**src/rtl/spi_rx_pkg.sv**
```systemverilog
// Shared types and constants for the SPI frame receiver.
package spi_rx_pkg;

  typedef enum logic [2:0] {
    ST_IDLE,
    ST_CMD,
    ST_PIX,
    ST_LABEL,
    ST_DONE_PIX,
    ST_DONE_LABEL,
    ST_ABORT
  } state_t;

  localparam int CMD_PIXEL = 0;
  localparam int CMD_LABEL = 1;

  // Keeps a 1-pixel build from collapsing the address port to zero width.
  function automatic int addr_width(input int n);
    return (n > 1) ? $clog2(n) : 1;
  endfunction

endpackage

```
**src/rtl/spi_bit_sampler.sv**
```systemverilog
// Synchronises MOSI/SCK/SS into clk, picks the sample edge and deserialises
// words. Everything is held cleared while SS is inactive, so a new SS fall always starts at bit 0.
module spi_bit_sampler #(
  parameter int WORD_BITS        = 8,
  parameter bit MSB_FIRST        = 1'b1,
  parameter bit CPHA_SAMPLE_FALL = 1'b0
) (
  input  logic                 clk,
  input  logic                 rst,
  input  logic                 i_mosi,
  input  logic                 i_sck,
  input  logic                 i_ss,
  output logic [WORD_BITS-1:0] o_word,
  output logic                 o_word_valid,
  output logic                 o_ss_active
);

  localparam int CW = (WORD_BITS > 1) ? $clog2(WORD_BITS) : 1;

  logic [1:0]           r_mosi_s;
  logic [1:0]           r_sck_s;
  logic [1:0]           r_ss_s;
  logic                 r_sck_d;
  logic                 r_edge;
  logic                 r_bit;
  logic [CW-1:0]        r_cnt;
  logic [WORD_BITS-1:0] r_shift;
  logic                 r_wv;

  logic                 w_ss_active;
  logic                 w_edge;
  logic [WORD_BITS-1:0] w_shift_nx;

  // Synchronisers run through reset so SS is already settled when rst drops.
  always_ff @(posedge clk) begin
    r_mosi_s <= {r_mosi_s[0], i_mosi};
    r_sck_s  <= {r_sck_s[0], i_sck};
    r_ss_s   <= {r_ss_s[0], i_ss};
    r_sck_d  <= r_sck_s[1];
  end

  assign w_ss_active = ~r_ss_s[1];
  assign w_edge = (CPHA_SAMPLE_FALL ? (~r_sck_s[1] & r_sck_d)
                                    : (r_sck_s[1] & ~r_sck_d)) & w_ss_active;

  assign w_shift_nx = MSB_FIRST ? {r_shift[WORD_BITS-2:0], r_bit}
                                : {r_bit, r_shift[WORD_BITS-1:1]};

  // r_bit is captured alongside r_edge so MOSI changing right after the edge cannot leak in.
  always_ff @(posedge clk) begin
    if (rst || !w_ss_active) begin
      r_edge  <= 1'b0;
      r_bit   <= 1'b0;
      r_cnt   <= '0;
      r_shift <= '0;
      r_wv    <= 1'b0;
    end else begin
      r_edge <= w_edge;
      r_bit  <= r_mosi_s[1];
      r_wv   <= 1'b0;
      if (r_edge) begin
        r_shift <= w_shift_nx;
        if (r_cnt == CW'(WORD_BITS - 1)) begin
          r_cnt <= '0;
          r_wv  <= 1'b1;
        end else begin
          r_cnt <= r_cnt + 1'b1;
        end
      end
    end
  end

  assign o_word       = r_shift;
  assign o_word_valid = r_wv;
  assign o_ss_active  = w_ss_active;

endmodule

```
**src/rtl/spi_frame_receiver.sv**
```systemverilog
// SPI slave frame front end: command word selects a pixel frame (addressed
// write strobes) or a label frame (one-hot label + calculate_cost pulse).
module spi_frame_receiver
  import spi_rx_pkg::*;
#(
  parameter int  WORD_BITS        = 8,
  parameter int  NUM_PIXELS       = 784,
  parameter int  NUM_CLASSES      = 10,
  parameter bit  MSB_FIRST        = 1'b1,
  parameter bit  CPHA_SAMPLE_FALL = 1'b0,
  localparam int AW               = addr_width(NUM_PIXELS)
) (
  input  logic                   clk,
  input  logic                   rst,
  input  logic                   MOSI,
  input  logic                   SCK,
  input  logic                   SS,
  output logic [WORD_BITS-1:0]   pix_data,
  output logic [AW-1:0]          pix_addr,
  output logic                   pix_we,
  output logic                   frame_done,
  output logic [NUM_CLASSES-1:0] expected_label,
  output logic                   calculate_cost,
  output logic                   frame_error,
  output logic                   busy
);

  logic [WORD_BITS-1:0]   w_word;
  logic                   w_wv;
  logic                   w_ss_active;

  state_t                 r_state;
  state_t                 w_state_nx;
  logic                   r_ss_act_d;
  logic                   w_ss_fall;

  logic                   w_write;
  logic                   w_addr_clr;
  logic                   w_err_set;
  logic                   w_err_clr;
  logic                   w_lbl_load;
  logic [NUM_CLASSES-1:0] w_onehot;
  logic                   w_lbl_ok;

  logic [WORD_BITS-1:0]   r_pix_data;
  logic [AW-1:0]          r_addr;
  logic                   r_pix_we;
  logic                   r_frame_done;
  logic [NUM_CLASSES-1:0] r_label;
  logic                   r_cc;
  logic                   r_err;

  spi_bit_sampler #(
    .WORD_BITS       (WORD_BITS),
    .MSB_FIRST       (MSB_FIRST),
    .CPHA_SAMPLE_FALL(CPHA_SAMPLE_FALL)
  ) u_sampler (
    .clk         (clk),
    .rst         (rst),
    .i_mosi      (MOSI),
    .i_sck       (SCK),
    .i_ss        (SS),
    .o_word      (w_word),
    .o_word_valid(w_wv),
    .o_ss_active (w_ss_active)
  );

  // Reset value of 1 means an SS already low at reset release is not a fresh fall.
  assign w_ss_fall = w_ss_active & ~r_ss_act_d;

  always_comb begin
    w_onehot = '0;
    for (int i = 0; i < NUM_CLASSES; i++) begin
      w_onehot[i] = (w_word == WORD_BITS'(i));
    end
    w_lbl_ok = |w_onehot;
  end

  always_ff @(posedge clk) begin
    if (rst) begin
      r_state    <= ST_IDLE;
      r_ss_act_d <= 1'b1;
    end else begin
      r_state    <= w_state_nx;
      r_ss_act_d <= w_ss_active;
    end
  end

  always_comb begin
    w_state_nx = r_state;
    w_write    = 1'b0;
    w_addr_clr = 1'b0;
    w_err_set  = 1'b0;
    w_err_clr  = 1'b0;
    w_lbl_load = 1'b0;
    case (r_state)
      ST_IDLE: begin
        if (w_ss_fall) w_state_nx = ST_CMD;
      end
      ST_CMD: begin
        if (!w_ss_active) begin
          w_state_nx = ST_IDLE;
          w_err_set  = 1'b1;
        end else if (w_wv) begin
          if (w_word == WORD_BITS'(CMD_PIXEL)) begin
            w_state_nx = ST_PIX;
            w_addr_clr = 1'b1;
            w_err_clr  = 1'b1;
          end else if (w_word == WORD_BITS'(CMD_LABEL)) begin
            w_state_nx = ST_LABEL;
            w_err_clr  = 1'b1;
          end else begin
            w_state_nx = ST_ABORT;
            w_err_set  = 1'b1;
          end
        end
      end
      ST_PIX: begin
        if (!w_ss_active) begin
          w_state_nx = ST_IDLE;
          w_err_set  = 1'b1;
        end else if (w_wv) begin
          w_write = 1'b1;
          if (r_addr == AW'(NUM_PIXELS - 1)) w_state_nx = ST_DONE_PIX;
        end
      end
      ST_LABEL: begin
        if (!w_ss_active) begin
          w_state_nx = ST_IDLE;
          w_err_set  = 1'b1;
        end else if (w_wv) begin
          if (w_lbl_ok) begin
            w_lbl_load = 1'b1;
            w_state_nx = ST_DONE_LABEL;
          end else begin
            w_err_set  = 1'b1;
            w_state_nx = ST_ABORT;
          end
        end
      end
      ST_DONE_PIX, ST_DONE_LABEL: w_state_nx = ST_ABORT;
      ST_ABORT: begin
        if (!w_ss_active) w_state_nx = ST_IDLE;
      end
      default: w_state_nx = ST_IDLE;
    endcase
  end

  // Address advances the cycle after the strobe so pix_we sees the write address; it parks on the last pixel.
  always_ff @(posedge clk) begin
    if (rst) begin
      r_pix_we     <= 1'b0;
      r_pix_data   <= '0;
      r_addr       <= '0;
      r_frame_done <= 1'b0;
      r_cc         <= 1'b0;
      r_label      <= '0;
      r_err        <= 1'b0;
    end else begin
      r_pix_we     <= w_write;
      r_frame_done <= (r_state == ST_DONE_PIX);
      r_cc         <= (r_state == ST_DONE_LABEL);
      if (w_write) r_pix_data <= w_word;
      if (w_addr_clr) begin
        r_addr <= '0;
      end else if (r_pix_we && (r_addr != AW'(NUM_PIXELS - 1))) begin
        r_addr <= r_addr + 1'b1;
      end
      if (w_lbl_load) r_label <= w_onehot;
      if (w_err_set) begin
        r_err <= 1'b1;
      end else if (w_err_clr) begin
        r_err <= 1'b0;
      end
    end
  end

  assign pix_data       = r_pix_data;
  assign pix_addr       = r_addr;
  assign pix_we         = r_pix_we;
  assign frame_done     = r_frame_done;
  assign expected_label = r_label;
  assign calculate_cost = r_cc;
  assign frame_error    = r_err;
  assign busy           = (r_state != ST_IDLE);

endmodule

```
**config.mk**
```make
export PLATFORM = sky130hd
export DESIGN_NAME = spi_frame_receiver
export DESIGN_NICKNAME = d
export VERILOG_FILES = /design/src/rtl/spi_rx_pkg.sv /design/src/rtl/spi_bit_sampler.sv /design/src/rtl/spi_frame_receiver.sv
export SDC_FILE = /design/constraint.sdc
export NUM_CORES = 1
export LEC_CHECK = 0
export CORE_UTILIZATION = 50
export CTS_BUF_LIST = sky130_fd_sc_hd__clkbuf_16
export CTS_CLUSTER_DIAMETER = 120
export CTS_CLUSTER_SIZE = 8
export DETAILED_ROUTE_END_ITERATION = 8
export PLACE_DENSITY_LB_ADDON = 0.2
export SETUP_SLACK_MARGIN = 0.02
export SLEW_MARGIN = 30
export SYNTH_ARGS = -nofsm -noshare
export SYNTH_HDL_FRONTEND = slang
export SYNTH_HIERARCHICAL = 1
export SYNTH_SLANG_ARGS = --single-unit
```
**constraint.sdc**
```tcl
create_clock -name clk -period 2.5 [get_ports clk]
set_input_delay 0.5 -clock clk [delete_from_list [all_inputs] [get_ports clk]]
set_output_delay 0.5 -clock clk [all_outputs]
set_load 0.01 [all_outputs]
```
==> run metrics <==
outcome=complete, no violations; IO buf count=37; slowest stage delay, CP=0.60 ns; Internal Power=2.00 mW; Synth area leaders=dfxtp_1, mux2i_1, nor2_1; critical path, cell by cell=nor3_1 -> inv_1 -> clkdlybuf4s50_1; NetSw=approximately 420 uW; CTS buffer count=9; DRC viols=0; drt wl/cell=about 13 um; Post-CTS Hold Buffers=0; Final Power=2.42 mW; Synth Register Bits=57; pwr/cell area=a little under 800 nW/um^2; Vias=around 1900; CTS root buf=clkbuf_16; Comb power frac=approximately 1.9%; worst r2r src=u_sampler/o_word[5]; Yosys cell types=46; Fin. Hold Viols=0; clk slew on worst S/H paths=0.05 ns; clock skew=around 0.0045 ns; Slew Viols, Final=0; die area=around 5000 um^2; post-synth top area cell=dfxtp_1; CTS Sinks=57; RSZ-0062 raised after global routing=no; ant diodes=0; Worst-Margin Slew=about 0.75 ns; Mapped Nets=about 260; Critical Path RT=around 2.0 ns; Worst Path Max Fanout=15; syn_area_per_cell=approximately 9.4 um^2; Placed Instances=331; CTS H-tree lvls=3; setup TNS=0 ns; share of flip-flops with an asynchronous set or reset=0%; IO Count=38; Die Wd=70.3 um; GPL Wtd Cong=0.871; EDFF count, synth=0; Cell Area, Synth=2330 um^2; Worst Setup End Kind=primary output; CTS tree=yes; peak supply drop=roughly 790 uV; worst reg2reg path endpoint=pix_addr[5]; Slew HR=49.6%; Top Layer Used=met4; Hold/Removal Path Class=register to register; switching share of power=17.4%; main flop type after synthesis=dfxtp_1; worst hold endpoint=u_sampler/r_ss_s[1]; min-delay src=u_sampler/r_ss_s[0]; met3 WL=between 150 and 200 um; total grt overflow=0; die height=about 70 um; DR pass1 iterations=4; WL met2=between 2 and 2.5 mm; commonest cells in the netlist=dfxtp_1, nor2_1, mux2i_1, a21oi_1, nand2_1; Post-Place Cell Area=2740 um^2; clock share of power=~60%; CP max stage cell=dfxtp_1; Synth top area share=between 40% and 50%; All-Layer GR Usage=20.9%; final number of setup-violating endpoints=0; hold path cells=0; synthesized netlist cell count=between 200 and 250; number of global-route vias before repair=about 1800; Max Fclk=about 0.46 GHz; initial antenna violation count=0; power share of the sequential group=a little under two fifths; Final HPWL DP=between 3 and 4 mm; YS warnings=6; CORE AREA=4410 um^2; synth-to-layout area growth=32.7%; Max clock buf depth=2; drt total wl=~4.7 mm; post-CTS setup buffer count=0; ANT nets after route=0; vias per cell=about 5.5; crit start category=register; # nets final=between 200 and 300; largest net degree at the start of global routing=24; count leader, synth=dfxtp_1; leakage power=between 1 and 1.5 nW; row cnt=24; final cycle utilization of the critical path=between 80% and 90%; first-pass GRT wire length=8.01 mm; post-synthesis sequential area ratio=between 40% and 50%; max cap viols=0; wl on met1=about 2.1 mm; Starting Density=a little over half; r2r worst-path depth=4; minimum clock period=~2.2 ns; Setup CP Type=register to primary output; fin area=just over 3000 um^2; Post-CTS Resized=0; worst-skew pair later-pin latency=between 0.3 and 0.4 ns; layout cells sized above 1=under 10%; final cell count without fillers=roughly 350; FF-to-FF setup slack=approximately 0.34 ns; Critical Path AT=roughly 1.7 ns; drt initial violations=76
-- critical path: cells and delay by family, from the launching register on --
family / cells / cell delay, ns
buffers and inverters: 2 / 0.60
flip-flops: 1 / 0.60
AND/OR/NAND/NOR: 1 / 0.14
-- metal layers --
metal	GRT usage (%)	vias to the layer above
met3	5.48	12
met2	32.5	55
met1	25.0	866
met5	0	-
li1	-	962
met4	14.2	0
-- power by group through the flow --
stage / clock (mW) / sequential [mW] / combinational, mW
after global placement: 0 / 0.945 / 0.0456
final: 1.45 / 0.928 / 0.0459
after floorplan: 0 / 0.941 / 0.0361
after global routing: 1.51 / 0.928 / 0.0503
after detailed placement: 0 / 0.945 / 0.0462
after CTS: 1.47 / 0.928 / 0.0464
-- area by class of cell --
cell class	instances	area, um^2
fill	344	1320
tap	52	65.1
multi-input combinational	171	1100
timing repair buffer	40	393
inverter	11	41.3
sequential	57	1140
clock buffer	9	225
clock inverter	7	133
-- placed cells by master, fill, tap and decap left out, types with 2 or more instances in the layout --
cell and n:
o22ai_1 3, inv_1 11, clkinv_1 2, nand4_1 3
ha_1 3, o21ai_0 3, dfxtp_1 57, clkbuf_16 9
buf_4 3, xnor2_1 5, nor3_1 7, nor4_1 2
nand3_1 9, nor2b_1 2, nand2_1 15, clkdlybuf4s50_1 37
or4_1 2, or3_1 9, mux2i_1 20, nand3b_1 4
nor2_1 37, bufinv_16 4, nand2b_1 6, o31ai_1 3
a21oi_1 16
-- kinds of logic after synthesis --
logic type	count (synthesis)	share of synthesized area, %
AO/OA/AOI/OAI	35	10.1
AND/OR/NAND/NOR	107	24.4
flip-flops	57	48.9
buffers and inverters	20	4.08
adder cells (fa/ha/maj)	3	1.61
multiplexers	20	8.58
XOR/XNOR	6	2.25
-- flip-flops by register name (all words and copies together), names as in the netlist --
signal                  cells
u_sampler/r_ss_s            2
u_sampler/r_bit             1
pix_we                      1
expected_label             10
u_sampler/r_mosi_s          2
frame_error                 1
u_sampler/r_cnt             3
frame_done                  1
calculate_cost              1
u_sampler/r_edge            1
r_state                     3
u_sampler/o_word_valid      1
u_sampler/r_sck_d           1
pix_data                    8
u_sampler/r_sck_s           2
r_ss_act_d                  1
pix_addr                   10
u_sampler/o_word            8
-- how the worst max path moves through the flow --
stage                                    from           endpoint  slack (ns)  depth (start not counted)
after CTS                          r_state[1]               busy        0.31                          3
final                              r_state[1]               busy        0.34                          3
after global routing      u_sampler/o_word[4]  expected_label[9]        0.24                          4
after detailed placement  u_sampler/o_word[4]        pix_addr[9]        0.40                          4
after floorplan           u_sampler/o_word[4]        pix_addr[0]        0.60                          4
after global placement    u_sampler/o_word[4]        pix_addr[9]        0.46                          4
-- per-stage QoR --
stage,worst slack (ns),hold WS (ns),utilization (%)
final,0.337,0.324,70.1
after global routing,0.239,0.328,70.1
after CTS,0.309,0.324,70.1
after global placement,0.458,0.310,62.0
after detailed placement,0.396,0.313,62.0
after floorplan,0.602,0.310,-
No activity file was read; power rests on OpenSTA's default activity.
